==> src/rtl/axi_stream_packet_source.sv <==
// AXI4-Stream packet generator: incrementing-data packets with tkeep/tlast framing and inter-packet gaps.
// Optional statistics counters are enabled by defining AXIS_SRC_STATS_EN.
module axi_stream_packet_source #(
  parameter int DATA_WIDTH = 32,
  parameter int USER_WIDTH = 1,
  parameter int DEST_WIDTH = 1,
  parameter int ID_WIDTH   = 1,
  parameter int LEN_WIDTH  = 16
) (
  input  logic                    clk,
  input  logic                    rst,
  input  logic                    start,
  input  logic                    abort,
  input  logic [LEN_WIDTH-1:0]    cfg_bytes,
  input  logic [7:0]              cfg_pkts,
  input  logic [7:0]              cfg_gap,
  input  logic [DATA_WIDTH-1:0]   cfg_seed,
  input  logic [USER_WIDTH-1:0]   cfg_user,
  input  logic [DEST_WIDTH-1:0]   cfg_dest,
  input  logic [ID_WIDTH-1:0]     cfg_id,
  output logic [DATA_WIDTH-1:0]   m_tdata,
  output logic                    m_tvalid,
  input  logic                    m_tready,
  output logic                    m_tlast,
  output logic [DATA_WIDTH/8-1:0] m_tstrb,
  output logic [DATA_WIDTH/8-1:0] m_tkeep,
  output logic [USER_WIDTH-1:0]   m_tuser,
  output logic [DEST_WIDTH-1:0]   m_tdest,
  output logic [ID_WIDTH-1:0]     m_tid,
  output logic                    busy,
  output logic                    done,
  output logic                    err_cfg,
  output logic [31:0]             stat_beats,
  output logic [31:0]             stat_stalls
);

  // state  | meaning
  // S_IDLE | waiting for start
  // S_SEND | presenting beats (tvalid=1)
  // S_GAP  | idle cycles between packets
  localparam int BYTES = DATA_WIDTH / 8;
  localparam logic [LEN_WIDTH-1:0] BYTES_L = LEN_WIDTH'(BYTES);

  typedef enum logic [1:0] {S_IDLE = 2'd0, S_SEND = 2'd1, S_GAP = 2'd2} state_t;

  state_t                  r_state, w_state_nxt;
  logic [1:0]              r_rst_sync;
  logic                    w_rst;
  logic [DATA_WIDTH-1:0]   r_data;
  logic [LEN_WIDTH-1:0]    r_bytes_left, r_cfg_bytes;
  logic [7:0]              r_pkts_left, r_cfg_gap, r_gap_cnt;
  logic [ID_WIDTH-1:0]     r_tid;
  logic [USER_WIDTH-1:0]   r_user;
  logic [DEST_WIDTH-1:0]   r_dest;
  logic [BYTES-1:0]        r_keep;
  logic                    r_last, r_abort, r_done, r_err;
  logic                    w_cfg_ok, w_accept, w_reject, w_hs, w_abort_any, w_pkt_end, w_final, w_done_nxt;
  logic [LEN_WIDTH-1:0]    w_bytes_rem;

  // Bytes still to send (including the current beat) map directly onto keep bits.
  function automatic logic [BYTES-1:0] keep_for(input logic [LEN_WIDTH-1:0] rem);
    logic [BYTES-1:0] k;
    for (int i = 0; i < BYTES; i++) k[i] = (rem > LEN_WIDTH'(i));
    return k;
  endfunction

  always_ff @(posedge clk or posedge rst) begin
    if (rst) r_rst_sync <= 2'b11;
    else     r_rst_sync <= {r_rst_sync[0], 1'b0};
  end
  assign w_rst = r_rst_sync[1];

  assign w_cfg_ok    = (cfg_bytes != '0) && (cfg_pkts != 8'd0);
  assign w_accept    = (r_state == S_IDLE) && start && w_cfg_ok;
  assign w_reject    = (r_state == S_IDLE) && start && !w_cfg_ok;
  assign w_hs        = (r_state == S_SEND) && m_tready;
  assign w_abort_any = r_abort || abort;
  assign w_pkt_end   = w_hs && r_last;
  assign w_final     = w_pkt_end && ((r_pkts_left == 8'd0) || w_abort_any);
  assign w_bytes_rem = r_bytes_left - BYTES_L;
  assign w_done_nxt  = w_final || ((r_state == S_GAP) && w_abort_any);

  always_ff @(posedge clk or posedge w_rst) begin
    if (w_rst) r_state <= S_IDLE;
    else       r_state <= w_state_nxt;
  end

  always_comb begin
    w_state_nxt = r_state;
    case (r_state)
      S_IDLE: if (w_accept) w_state_nxt = S_SEND;
      S_SEND: begin
        if (w_final)                            w_state_nxt = S_IDLE;
        else if (w_pkt_end && r_cfg_gap != 8'd0) w_state_nxt = S_GAP;
      end
      S_GAP: begin
        if (w_abort_any)              w_state_nxt = S_IDLE;
        else if (r_gap_cnt == 8'd0)   w_state_nxt = S_SEND;
      end
      default: w_state_nxt = S_IDLE;
    endcase
  end

  always_comb begin
    m_tvalid = (r_state == S_SEND);
    busy     = (r_state != S_IDLE);
  end

  always_ff @(posedge clk or posedge w_rst) begin
    if (w_rst) begin
      r_data <= '0;  r_bytes_left <= '0; r_cfg_bytes <= '0; r_pkts_left <= '0;
      r_cfg_gap <= '0; r_gap_cnt <= '0; r_tid <= '0; r_user <= '0; r_dest <= '0;
      r_keep <= '0; r_last <= 1'b0; r_abort <= 1'b0; r_done <= 1'b0; r_err <= 1'b0;
    end else begin
      r_done <= w_done_nxt;
      r_err  <= w_reject;
      if (w_accept) begin
        r_data       <= cfg_seed;
        r_bytes_left <= cfg_bytes;
        r_cfg_bytes  <= cfg_bytes;
        r_pkts_left  <= cfg_pkts - 8'd1;
        r_cfg_gap    <= cfg_gap;
        r_tid        <= cfg_id;
        r_user       <= cfg_user;
        r_dest       <= cfg_dest;
        r_last       <= (cfg_bytes <= BYTES_L);
        r_keep       <= keep_for(cfg_bytes);
        r_abort      <= 1'b0;
      end else begin
        if (busy && abort) r_abort <= 1'b1;
        if (w_hs) begin
          r_data <= r_data + DATA_WIDTH'(1);
          if (r_last) begin
            // reload framing for the next packet; unused if this was the final one
            r_bytes_left <= r_cfg_bytes;
            r_last       <= (r_cfg_bytes <= BYTES_L);
            r_keep       <= keep_for(r_cfg_bytes);
            r_tid        <= r_tid + ID_WIDTH'(1);
            r_pkts_left  <= r_pkts_left - 8'd1;
            r_gap_cnt    <= r_cfg_gap - 8'd1;
          end else begin
            r_bytes_left <= w_bytes_rem;
            r_last       <= (w_bytes_rem <= BYTES_L);
            r_keep       <= keep_for(w_bytes_rem);
          end
        end
        if (r_state == S_GAP) r_gap_cnt <= r_gap_cnt - 8'd1;
      end
    end
  end

  assign m_tdata = r_data;
  assign m_tlast = r_last && (r_state == S_SEND);
  assign m_tkeep = r_keep;
  assign m_tstrb = r_keep;
  assign m_tuser = r_user;
  assign m_tdest = r_dest;
  assign m_tid   = r_tid;
  assign done    = r_done;
  assign err_cfg = r_err;

`ifdef AXIS_SRC_STATS_EN
  logic [31:0] r_stat_beats, r_stat_stalls;

  always_ff @(posedge clk or posedge w_rst) begin
    if (w_rst) begin
      r_stat_beats  <= '0;
      r_stat_stalls <= '0;
    end else if (w_accept) begin
      r_stat_beats  <= '0;
      r_stat_stalls <= '0;
    end else begin
      if (w_hs && (r_stat_beats != '1)) r_stat_beats <= r_stat_beats + 32'd1;
      if (m_tvalid && !m_tready && (r_stat_stalls != '1)) r_stat_stalls <= r_stat_stalls + 32'd1;
    end
  end

  assign stat_beats  = r_stat_beats;
  assign stat_stalls = r_stat_stalls;
`else
  assign stat_beats  = '0;
  assign stat_stalls = '0;
`endif

endmodule

==> config.mk <==
export PLATFORM = sky130hd
export DESIGN_NAME = axi_stream_packet_source
export DESIGN_NICKNAME = d
export VERILOG_FILES = /design/src/rtl/axi_stream_packet_source.sv
export SDC_FILE = /design/constraint.sdc
export NUM_CORES = 1
export LEC_CHECK = 0
export ABC_AREA = 1
export CORE_ASPECT_RATIO = 2
export CORE_MARGIN = 5
export CORE_UTILIZATION = 45
export DETAILED_ROUTE_END_ITERATION = 8
export PLACE_DENSITY_LB_ADDON = 0.3
export SETUP_SLACK_MARGIN = 0.4
export SLEW_MARGIN = 20
export SYNTH_ARGS = -nofsm -noshare
export SYNTH_HDL_FRONTEND = slang
export SYNTH_SLANG_ARGS = --single-unit
export TNS_END_PERCENT = 30
==> constraint.sdc <==
create_clock -name clk -period 2.8 [get_ports clk]
set_input_delay 0.56 -clock clk [delete_from_list [all_inputs] [get_ports clk]]
set_output_delay 0.56 -clock clk [all_outputs]
set_load 0.005 [all_outputs]
==> results_dict.tcl <==
set metrics [dict create \
    drc_errors 0 \
    drtIter0Drc 325 \
    pwr-share-clk 0.154 \
    multi_input_area_mm2 0.003706 \
    cp_slowest_cell "clkdlybuf4s50_1" \
    worst_r2r_endpoint "m_tkeep[3]$_DFFE_PP0P_" \
    p_leak_nw 4.043 \
    crit_start "cfg_bytes[5]" \
    grt_antenna_before_repair 0 \
    setup_violations 0 \
    clock_latency_ns 0.35 \
    maxCapViolations 0 \
    hold_class "flop to async pin" \
    intPower_mw 4.444 \
    synth_top_area_frac 0.3530 \
    synth_area_per_cell_um2 7.189 \
    status "complete, no violations" \
    slowest_delay_ns 0.44 \
    switching_power_mw 3.527 \
    holdWs_ns 0.3471 \
    clock_skew_ns 0.008331 \
    fin_util 0.5527 \
    overflow 0 \
    dr_total_vias 6742 \
    ys_types 56 \
    fill_cells 1518 \
    port_buffers 119 \
    path_class "input port to flop" \
    cts_tree "built" \
    seq_power_share 0.353 \
    required_ns 3.04 \
    rsz0062_at_grt "true" \
    max_freq_mhz 442.7 \
    place_hpwl_mm 16.03 \
    grt_pass1_vias 6581 \
    cp-start-kind "input port" \
    reg2reg_depth 12 \
    endpoint_kind "flop" \
    core_mm2 0.01570 \
    drt_wl_total_mm 20.31 \
    grt_max_degree 69 \
    ioPinCount 184 \
    path_depth 15 \
    cts_root_buf "clkbuf_16" \
    chipHeight_um 188.4 \
    synth_ff_type "dfrtp_1" \
    yosysSeqAreaShare 0.3603 \
    postRouteAntennaNets 0 \
    slew-limit-headroom 0.6537 \
    ir_drop_mv 0.4079 \
    layout.nets 1190 \
    path_clk_slew_ns 0.07 \
    r2r-start "r_bytes_left[2]$_DFFE_PP0P_" \
    antenna_cells 0 \
    crit_buf_inv 2 \
    synth_cells 996 \
    comb_power_share 0.493 \
    crit_path_cell_trace "clkdlybuf4s50_1 -> nor2_1 -> nand2_2 -> nor2_4 -> nand2_4 -> nand3_4 -> buf_4 -> nand2_4 -> nand2_4 -> ha_1 -> nand2_1 -> nor2_4 -> nand3b_1 -> nand3_1 -> nand2_1" \
    postSynth.asyncResetShare 1.000 \
    start_util 0.4562 \
    power_density_mw_per_mm2 919.0 \
    p_sw_frac 0.4425 \
    tightest_slew_ns 0.5147 \
    fin_crit_sh 0.8068 \
    clockBufferDepth 2 \
    syn_area_mm2 0.007161 \
    ctsHtreeMaxLevel 3 \
    fin_area_mm2 0.008675 \
    routabilityCongestion 0.9669 \
    fin_crit_ns 2.259 \
    area_growth_pct 21.14 \
    hold_violations 0 \
    routed_via_density 5.115 \
    track_usage 0.2150 \
    slew_viol_final 0 \
    mostFrequentLayoutCells "nand2_1 (243), clkdlybuf4s50_1 (118), inv_1 (108)" \
    dpl-instance-area_mm2 0.008348 \
    worst-path-max-fanout 9 \
    crit_end "r_pkts_left[6]$_DFFE_PP0P_" \
    r2r_slack_ns 0.58 \
    arrival_ns 2.50 \
    final_common_cell "nand2_1" \
    cts_buffers 9 \
    rows 65 \
    ys_warn_count 0 \
    tns_ns 0 \
    hold_buffers 0 \
    wl_per_cell_um 15.41 \
    die-area_mm2 0.01869 \
    layout-drive-gt1-share 0.09042 \
    die_w_um 99.20 \
    synth_area_leaders "dfrtp_1 (35%), nand2_1 (13%), buf_4 (7.3%)" \
    dr.pass1.iters 5 \
    synth_edf_count 0 \
    grt_pass1_wl_mm 32.29 \
    yosysTopAreaCell "dfrtp_1" \
    final-seq-area_mm2 0.002580 \
    critPathTopFamily "simple AND/OR/NAND/NOR gates" \
    finalPower_mw 7.972 \
    cp_common_cell "nand2_4" \
    ys_seq_elements 103 \
    cts.sinks 103 \
]
repair_timing:
| action | 4_1_cts | 5_1_grt |
|---|---|---|
| gates resized for setup | 1 | 6 |
| endpoints found under the setup margin | 1 | 7 |
| setup buffers | 0 | 3 |
| hold endpoints to repair | 0 | 0 |
| cloned | 0 | 0 |
through the flow:
step | worst slack, ns | instances
CTS | 0.4320 | 1315
detailed placement | -0.009846 | 1299
global placement | 0.06503 | 1299
finish | 0.5410 | 1318
global route | 0.3700 | 1318
floorplan | 0.8424 | 1060
logic make-up after synthesis:
logic type / Yosys count / share of synthesized area
AOI/OAI and AO/OA: 155 / 0.1239
xor gates and xnor gates: 17 / 0.02079
adders and majority gates: 6 / 0.01048
buffers and inverters: 219 / 0.1585
DFF: 103 / 0.3603
muxes: 2 / 0.002970
other: 1 / 0.0005237
and+or+nand+nor: 493 / 0.3226
worst min-delay path: stages, from the launching register on:
cell,delay [ns]
dfstp_2,0.38
clkinvlp_4,0.08
buf_12,0.30
cell usage after synthesis (5+ instances only):
library cell  count
nand4_1          22
o211ai_1         16
a21oi_1          23
nor3_1           16
o21ai_1          16
dfrtp_1         101
nor4_1            6
or2_2             5
buf_4            70
buf_2            15
nand2_4           6
nor2_4            7
o21ai_0          71
nand2_1         245
nor2_2           10
nand3_1          54
nand2_2          11
a31oi_1           6
xnor2_1           8
nor2_1           90
o22ai_1           5
inv_1           110
xor2_1            9
inv_2             7
ha_1              6
clkbuf_1         10
routing by layer:
| layer | track usage | routed length, µm | part of all wire | up-vias |
|---|---|---|---|---|
| li1 | - | - | - | 3337 |
| met1 | 0.2310 | 7278 | 0.36 | 3135 |
| met2 | 0.4039 | 11250 | 0.55 | 221 |
| met3 | 0.03483 | 1046 | 0.051 | 49 |
| met4 | 0.09258 | 735 | 0.036 | 0 |
| met5 | 0 | 0 | 0 | - |
flip-flops by register name (all words and copies together), names as in the netlist, 2 cells and up:
register	flops
m_tdata	32
r_bytes_left	16
r_cfg_bytes	16
r_cfg_gap	8
r_gap_cnt	8
r_pkts_left	8
m_tkeep	4
r_rst_sync	2
r_state	2
power groups by stage:
stage	logic, mW	clock network, mW	registers [mW]
floorplan	2.59	0	2.65
global placement	3.84	0	2.82
detailed placement	3.90	0	2.83
CTS	3.92	1.25	2.81
global route	4.40	1.31	2.92
finish	3.93	1.23	2.81
cell type report:
cell class,count,share of cell area
Timing Repair Buffer,140,0.1615
Multi-Input combinational cell,738,0.4272
Sequential cell,103,0.2974
Tap cell,201,0.02899
Clock buffer,9,0.02596
Inverter,120,0.05265
Clock inverter,7,0.006202
how the worst min path moves through the flow:
stage                             from                    endpoint
2_1_floorplan  r_rst_sync[0]$_DFF_PP1_     r_rst_sync[1]$_DFF_PP1_
3_3_place_gp   r_rst_sync[0]$_DFF_PP1_     r_rst_sync[1]$_DFF_PP1_
3_5_place_dp   r_rst_sync[0]$_DFF_PP1_     r_rst_sync[1]$_DFF_PP1_
4_1_cts        r_rst_sync[0]$_DFF_PP1_     r_rst_sync[1]$_DFF_PP1_
5_1_grt        r_rst_sync[0]$_DFF_PP1_     r_rst_sync[1]$_DFF_PP1_
6_report       r_rst_sync[1]$_DFF_PP1_  r_pkts_left[2]$_DFFE_PP0P_
Power figures use the tool's default switching activity.
